## src/rtl/rom_arbiter.sv

```systemverilog
// Two-port arbiter that shares one slow asynchronous ROM between instruction fetch (A) and data load (B).
// Define ROM_ARB_RR_EN for round-robin arbitration; the default build uses fixed priority with A ahead of B.
module rom_arbiter #(
  parameter int ADDR_W      = 15,
  parameter int DATA_W      = 8,
  parameter int WAIT_CYCLES = 2
) (
  input  logic              clk,
  input  logic              rst,
  input  logic              a_req,
  input  logic [ADDR_W-1:0] a_addr,
  output logic              a_ack,
  input  logic              b_req,
  input  logic [ADDR_W-1:0] b_addr,
  output logic              b_ack,
  output logic [DATA_W-1:0] rd_data,
  output logic [ADDR_W-1:0] rom_address,
  input  logic [DATA_W-1:0] rom_data,
  output logic              busy
);

  // state | meaning
  // IDLE  | no transaction; a request is granted here
  // WAIT  | rom_address held while the ROM access time elapses
  // DONE  | ack pulse for the granted port; never grants
  typedef enum logic [1:0] {IDLE, WAIT, DONE} state_t;

  state_t     state;
  logic [3:0] cnt;
  logic       sel_b;
  logic       grant_b;

`ifdef ROM_ARB_RR_EN
  logic rr_b;   // high when B has priority on the next contended grant

  always_comb begin
    grant_b = ~a_req;
    if (a_req && b_req) grant_b = rr_b;
  end
`else
  always_comb begin
    grant_b = ~a_req;
  end
`endif

  always_ff @(posedge clk) begin
    if (rst) begin
      state       <= IDLE;
      cnt         <= '0;
      sel_b       <= 1'b0;
      a_ack       <= 1'b0;
      b_ack       <= 1'b0;
      busy        <= 1'b0;
      rom_address <= '0;
      rd_data     <= '0;
`ifdef ROM_ARB_RR_EN
      rr_b        <= 1'b0;
`endif
    end else begin
      case (state)
        IDLE: begin
          a_ack <= 1'b0;
          b_ack <= 1'b0;
          if (a_req || b_req) begin
            sel_b       <= grant_b;
            rom_address <= grant_b ? b_addr : a_addr;
            cnt         <= 4'(WAIT_CYCLES - 1);
            busy        <= 1'b1;
            state       <= WAIT;
`ifdef ROM_ARB_RR_EN
            rr_b        <= ~grant_b;
`endif
          end
        end
        WAIT: begin
          if (cnt == 4'd0) begin
            rd_data <= rom_data;
            a_ack   <= ~sel_b;
            b_ack   <= sel_b;
            state   <= DONE;
          end else begin
            cnt <= cnt - 4'd1;
          end
        end
        DONE: begin
          a_ack <= 1'b0;
          b_ack <= 1'b0;
          busy  <= 1'b0;
          state <= IDLE;
        end
        default: state <= IDLE;
      endcase
    end
  end

endmodule
```

## config.mk

```make
export PLATFORM = sky130hd
export DESIGN_NAME = rom_arbiter
export DESIGN_NICKNAME = d
export VERILOG_FILES = /design/src/rtl/rom_arbiter.sv
export SDC_FILE = /design/constraint.sdc
export NUM_CORES = 1
export LEC_CHECK = 0
export ABC_AREA = 0
export CORE_AREA = 2 2 62 70
export CTS_CLUSTER_SIZE = 8
export DETAILED_ROUTE_END_ITERATION = 12
export DIE_AREA = 0 0 64 72
export PLACE_DENSITY = 0.88
export SLEW_MARGIN = 30
export SYNTH_ARGS = -nofsm -noshare
export SYNTH_HDL_FRONTEND = slang
export SYNTH_SLANG_ARGS = --single-unit
```

## constraint.sdc

```tcl
create_clock -name clk -period 1.87 [get_ports clk]
set_input_delay 0.374 -clock clk [delete_from_list [all_inputs] [get_ports clk]]
set_output_delay 0.374 -clock clk [all_outputs]
set_load 0.1 [all_outputs]
```

# Word level (Yosys, flattened, before mapping)

Cells that the tools add are included.

Add/subtract/negate cells: 1
$mul: 0
Div/mod/pow operators: 0
$lt $le $gt $ge: 0
Equal/unequal tests: 5
Shifts and indexed selects: 0
Multiplexer cells: 13
Bitwise operators: 2
Reduce and logical (&&, ||, !) cells: 13

Operators by type and width:

| kind                | number |
|---|---|
| $mux 15             | 1 |
| $reduce_and 2->1    | 5 |
| $mux 4              | 2 |
| $pmux 4 s2          | 1 |
| $ne 2x2->1 const B  | 3 |
| $pmux 1 s2          | 3 |
| $reduce_bool 2->1   | 3 |
| $logic_not 4->1     | 1 |
| $mux 2              | 2 |
| $pmux 2 s2          | 1 |
| $sub 4x1->4 const B | 1 |
| $mux 1              | 3 |
| $reduce_and 3->1    | 1 |
| $eq 2x1->1 const B  | 1 |
| $eq 2x2->1 const B  | 1 |
| $logic_not 2->1     | 1 |
| $not 1->1           | 2 |
| $reduce_or 2->1     | 1 |
| $logic_or 1x1->1    | 1 |

Flip-flop bits (word level): 33
Latch bits: 0
RAM bits: 0
Bits in read-only memories: 0
Input port bits: 42
Output and inout port bits: 26
Memories kept: 0

# Logic depth before layout (Yosys ltp)

Depth after elaboration: 4
Gate-level depth with buffers: 6

# Least setup slack after synthesis

No wires, ideal clock.

Path kind: reg-to-reg
Start point: reg cnt[0]
End point: reg a_ack
Library setup time: 121 ps
Data arrival time: 1324 ps
Required time: 1749 ps
Setup slack: 426 ps
Cell stages (with the launch flop): 7
Period minus slack after synthesis: 1444 ps
Cells stage by stage: dfxtp_1 inv_1 ha_1 nand3b_1 nor3_1 buf_4 mux2_2

Longest elaborated chain between the ends: 3

RTL lines:

| item                              | RTL line | RTL |
|---|---|---|
| start, declared                   | 29       | `logic [3:0] cnt;` |
| start signal, assigned            | 67       | `cnt <= 4'(WAIT_CYCLES - 1);` |
| start signal, assigned            | 82       | `cnt <= cnt - 4'd1;` |
| $logic_not 4->1                   | 76       | `if (cnt == 4'd0) begin` |
| $ne 2x2->1 (no source line)       | --       |  |
| $reduce_and 2->1 (no source line) | --       |  |
| end signal, assigned              | 78       | `a_ack <= ~sel_b;` |
| end, declared                     | 12       | `output logic a_ack,` |

No other way between the ends.
A chain may end at the register's enable or synchronous reset.

# Worst setup path after layout

Start point: reg cnt[0]
End point: reg cnt[1]

Longest elaborated chain between the ends: 3

RTL lines:

| item                                                  | RTL line |
|---|---|
| $sub 4x1->4 / $logic_not 4->1 (equally long branches) | 82, 76 |
| $mux 4 / $ne 2x2->1 (equally long branches)           | -- |
| $pmux 4 s2 / $reduce_and 3->1 (equally long branches) | -- |

Several ways; a longest one is shown, not always the timed one. The select of a mux whose other input is x is not followed.

==> summary.json <==
{
  "detailed_routing": {
    "viasPerCell": 4.89,
    "route.detailed.wl_per_inst_um": 12.1,
    "dr_total_vias": 1370,
    "post-route-drc-count": 0,
    "ant_nets": 0,
    "drt_first_iter_violations": 17,
    "routed_wl_um": 3390,
    "drtPass1Iterations": 4
  },
  "timing": {
    "slew_headroom_pct": 60.9,
    "finalHoldViolations": 0,
    "rsz_0062_raised_after_global_routing": "no",
    "final.period_utilization_pct": 82.1,
    "finalCriticalPeriod_ps": 1530,
    "fmax_ghz": 0.652,
    "clock-skew-final_ps": 6.22,
    "finalMaxSlewViolations": 0,
    "worst_pin_slew_ps": 585,
    "setup_total_negative_slack_ps": 0,
    "timing.final.setup_violations": 0
  },
  "run": {
    "drv_cap": 0
  },
  "cells_and_area": {
    "insertedDiodeCount": 0,
    "postLayoutCoreUtil_pct": 59.8,
    "share_of_final_layout_standard_cells_stronger_than_drive_strength_1_pct": 21.1,
    "final_cells": 280,
    "flow.area_growth_from_synthesis_pct": 51.8,
    "finalNetCount": 270
  },
  "placed_design": {
    "gp_congestion": 0.847,
    "post_placement_cell_count": 272,
    "hpwl_um": 2550,
    "placement.io_buffers": 67
  },
  "clocking": {
    "cts_made_buffers": 5,
    "cts_resized": 0,
    "cts.htree.levels": 2,
    "cts.path.max_buffers": 2,
    "tritoncts_clock_tree": "built",
    "holdBufCountCts": 0,
    "clkSlewWorstSetupHoldPaths_ps": 70,
    "cts.repair_timing.setup_buffer_count": 0,
    "worstSkewPairLatency_ps": 280,
    "clock_tree.root_cell": "sky130_fd_sc_hd__clkbuf_8",
    "cts_num_sinks": 33
  },
  "synth": {
    "synth-edff-count": 0,
    "synth_top_cell_by_area": "sky130_fd_sc_hd__dfxtp_1",
    "yosysUniqueCellTypes": 31,
    "avgSynthCellArea_um2": 9.65,
    "most_frequently_used_cell_type_in_the_post_synthesis_netlist": "sky130_fd_sc_hd__dfxtp_1",
    "synth_area_mm2": 0.00153,
    "yosys_warnings": 0,
    "async_flop_share_pct": 0,
    "synth.top_cells.by_area": "sky130_fd_sc_hd__dfxtp_1 43%, sky130_fd_sc_hd__mux2i_1 16%, sky130_fd_sc_hd__a211oi_1 7.9%",
    "syn_nets": 201,
    "yosys_register_bits": 33,
    "synthDominantCellAreaShare_pct": 43.3,
    "ys_dominant_reg_cell": "sky130_fd_sc_hd__dfxtp_1",
    "syn_inst": 158,
    "synth.yosys.seq_area_share_pct": 43.3,
    "synthTopCellsByCount": "33 x sky130_fd_sc_hd__dfxtp_1, 25 x sky130_fd_sc_hd__mux2i_1, 19 x sky130_fd_sc_hd__a21oi_1"
  },
  "global_routing": {
    "grt_start_max_net_pins": 23,
    "global_route_wire_length_before_repair_um": 5690,
    "antenna_found_initial": 0,
    "grtUsageTotal_pct": 15.6,
    "globalRoute.totalOverflow": 0,
    "grt_pass1_vias": 1292
  },
  "hold_path": {
    "hold-path-endpoint": "rd_data[5]",
    "holdPathStages": 2,
    "holdCritStartpoint": "rd_data[5]",
    "worstHoldPathType": "reg2reg"
  },
  "floorplan": {
    "fp.dieH_um": 72,
    "core_region_area_mm2": 0.00387,
    "num_rows": 24,
    "die-width_um": 64,
    "boundaryPins": 68,
    "fp.dieArea_mm2": 0.00461,
    "start_util_pct": 39.4
  },
  "worst_setup_path": {
    "r2r_setup_slack_ps": 340,
    "worstSetupPathType": "reg2reg",
    "end_kind": "flop",
    "regToRegStartpoint": "cnt[0]",
    "worstSetupStartpointType": "flop",
    "reg2reg_to": "cnt[1]",
    "r2r_cells": 5,
    "crit_fanout": 4,
    "worst-endpoint-required_ps": 2080,
    "cp.arrival_ps": 1750
  },
  "power": {
    "static-leakage-power_nw": 0.954,
    "power.density_cell_area_mw_per_mm2": 1000,
    "worst_ir_drop_vdd_mv": 0.746
  },
  "outcome": {
    "outcome": "finished clean"
  }
}
## where the power goes
| part | total, W | internal [W] | leakage, nW | switching (W) |
|---|---|---|---|---|
| clock network | 0.000500 | 0.000257 | 0.0450 | 0.000243 |
| logic | 0.000974 | 0.000306 | 0.637 | 0.000669 |
| registers | 0.000839 | 0.000784 | 0.272 | 0.0000555 |
## worst max path at each step
stage	start	endpoint	slack [ps]	cells past startpoint
floorplan	cnt[0]	a_ack	430	6
global route	state[0]	rom_address[10]	210	3
finish	cnt[0]	cnt[1]	340	5
global placement	a_req	rom_address[11]	80	4
CTS	state[0]	rom_address[10]	300	3
detailed placement	a_req	rom_address[10]	50	4
## through the flow
stage	setup slack (ps)	hold WS, ps	total power [W]	cell area (um2)
finish	336	473	0.00231	2310
global route	210	490	0.00242	2310
CTS	301	478	0.00234	2310
detailed placement	47.5	469	0.00183	2230
global placement	82.9	459	0.00182	2230
floorplan	426	465	0.00156	1530
## worst max-delay path, stage by stage (launching register included)
cell	delay, ps
sky130_fd_sc_hd__dfxtp_1	320
sky130_fd_sc_hd__inv_1	80
sky130_fd_sc_hd__ha_1	180
sky130_fd_sc_hd__or3b_1	420
sky130_fd_sc_hd__a221o_1	360
sky130_fd_sc_hd__a21oi_2	120
## cell usage in the layout (no fill, tap or decap), drive strengths merged
master / n
clkdlybuf4s50: 41
dfxtp: 33
buf: 33
mux2i: 25
a21oi: 20
nand2b: 17
a211oi: 16
clkbuf: 6
nor2: 6
inv: 4
nand2: 4
nand3b: 3
o21ai: 2
nor2b: 2
clkinv: 2
or2: 2
nor3: 2
or3b: 2
o21a: 1
nor4: 1
o211ai: 1
a221o: 1
a31o: 1
a31oi: 1
mux2: 1
ha: 1
## metal layers
metal | global-route usage [%] | wire (um) | part of all wire [%] | vias up
li1 | - | - | - | 701
met1 | 18.1 | 1430 | 42 | 607
met2 | 25.9 | 1620 | 48 | 52
met3 | 4.96 | 235 | 6.9 | 10
met4 | 7.97 | 93 | 2.7 | 0
met5 | 0 | 0 | 0 | -
## sequential cells by signal (all words and copies together), names as in the netlist
| signal | flops |
|---|---|
| b_ack | 1 |
| cnt | 4 |
| sel_b | 1 |
| a_ack | 1 |
| rd_data | 8 |
| busy | 1 |
| rom_address | 15 |
| state | 2 |
## cell families (layout without fill, tap and decap cells)
| logic type | after synthesis | after routing | synth area share, % |
|---|---|---|---|
| AO/OA/AOI/OAI | 43 | 43 | 18.0 |
| adder cells (fa/ha/maj) | 1 | 1 | 0.820 |
| flip-flops | 33 | 33 | 43.3 |
| multiplexers | 26 | 26 | 17.1 |
| buffers and inverters | 16 | 86 | 5.66 |
| AND/OR/NAND/NOR | 39 | 39 | 15.1 |
## area by class of cell
type,count,area [um2]
fill,341,1560
multi-input combinational,109,783
timing repair buffer,74,708
sequential,33,661
clock buffer,6,72.6
tap,52,65.1
inverter,4,15.0
clock inverter,2,10.0
Note: power is estimated with default switching activity, not from simulation.
==> edit, RTL diff (same settings) <==
Make the reset (`rst`) asynchronous in one clocked block.
--- a/src/rtl/rom_arbiter.sv
+++ b/src/rtl/rom_arbiter.sv
@@ -44,5 +44,5 @@
 `endif
 
-  always_ff @(posedge clk) begin
+  always_ff @(posedge clk or posedge rst) begin
     if (rst) begin
       state       <= IDLE;
Formal check against the unedited RTL: differs if rst is asserted again (counterexample within 4 cycles, from zero or initial values and one cycle with rst high); with rst held inactive, the same outputs for 10 cycles.
==> edit against the unedited design <==
Worst setup slack worse by 0.10 ns. Routed wire length is 8.0% higher. Synthesized cell count is 30% lower. Clock skew is 0.0012 ns lower. Critical path type unchanged. Via count is 17% lower. Sequential cell count stayed put. Synthesized area is 6.6% higher. Final area is 14% higher.
Power is not shown: default switching activity piles up to over one toggle a cycle in this logic, so the estimate is an artifact.
==> edit: results (changes against the unedited design) <==
| Metric | Value |
|---|---|
| Setup Skew | `0.004984 ns (was 0.006221 ns)` |
| Grt met2 use | `32.06% (was 25.93%)` |
| Routed len/inst | `15.29 um (was 12.09 um)` |
| Via count | `1,141 (was 1,370)` |
| Post-placement cell area | `0.002521 sq mm (was 0.002232 sq mm)` |
| Critical path arrival | `1.80 ns (was 1.75 ns)` |
| Metal3 WL | `244 um (was 235 um)` |
| Synth area leaders | `dfrtp_1 (51%), mux2_2 (16%), mux2_4 (15%) (was dfxtp_1 (43%), mux2i_1 (16%), a211oi_1 (7.9%))` |
| Syn_nets | `154 (was 201)` |
| Worst min-delay path class | `in2async (was reg2reg)` |
| DP Cell Count | `231 (was 272)` |
| Largest net degree at the start of global routing | `34 (was 23)` |
| CP Max Fanout | `11 (was 4)` |
| Gr usage total | `17.55% (was 15.64%)` |
| 1st-pass router iterations | `2 (was 4)` |
| Worst Reg-to-Reg Cells | `6 (was 5)` |
| GP Congestion | `0.6829 (was 0.8472)` |
| Most frequent cells after synthesis | `dfrtp_1 (33), mux2_2 (23), mux2_4 (16) (was dfxtp_1 (33), mux2i_1 (25), a21oi_1 (19))` |
| Initial DRC count | `13 (was 17)` |
| Setup slack, reg-to-reg | `0.23 ns (was 0.34 ns)` |
| Status | `finished, final reports clean (unchanged)` |
| M1 WL | `1348 um (was 1433 um)` |
| Post-synthesis compound-gate area fraction | `4.234% (was 17.97%)` |
| Largest family of logic cells by synthesized area | `multiplexers (was compound AO/OA/AOI/OAI gates)` |
| GRT met3 Usage | `4.186% (was 4.961%)` |
-- edit: per-stage QoR --
| stage | hold WS, ns | setup TNS (ns) | worst slack [ns] |
|---|---|---|---|
| floorplan | 0.4230 | 0 | 0.3783 |
| global placement | 0.4385 | 0 | 0.03282 |
| detailed placement | 0.4658 | -0.2739 | -0.05793 |
| CTS | 0.4805 | 0 | 0.2347 |
| global route | 0.5060 | 0 | 0.1043 |
| finish | 0.4757 | 0 | 0.2332 |
-- edit: cell type report --
class / instances / area [sq um]
Multi-Input combinational cell: 66 / 715.7
Clock buffer: 7 / 86.33
Fill cell: 278 / 1236
Tap cell: 52 / 65.06
Sequential cell: 33 / 825.8
Inverter: 7 / 26.28
Timing Repair Buffer: 73 / 888.4
Clock inverter: 1 / 30.03
-- edit: worst max-delay path, cell delays in order, from the launching register on --
cell     delay [ns]
dfrtp_1        0.38
inv_1          0.09
ha_1           0.20
nor3b_2        0.26
nand2_1        0.08
buf_4          0.20
mux2_4         0.31
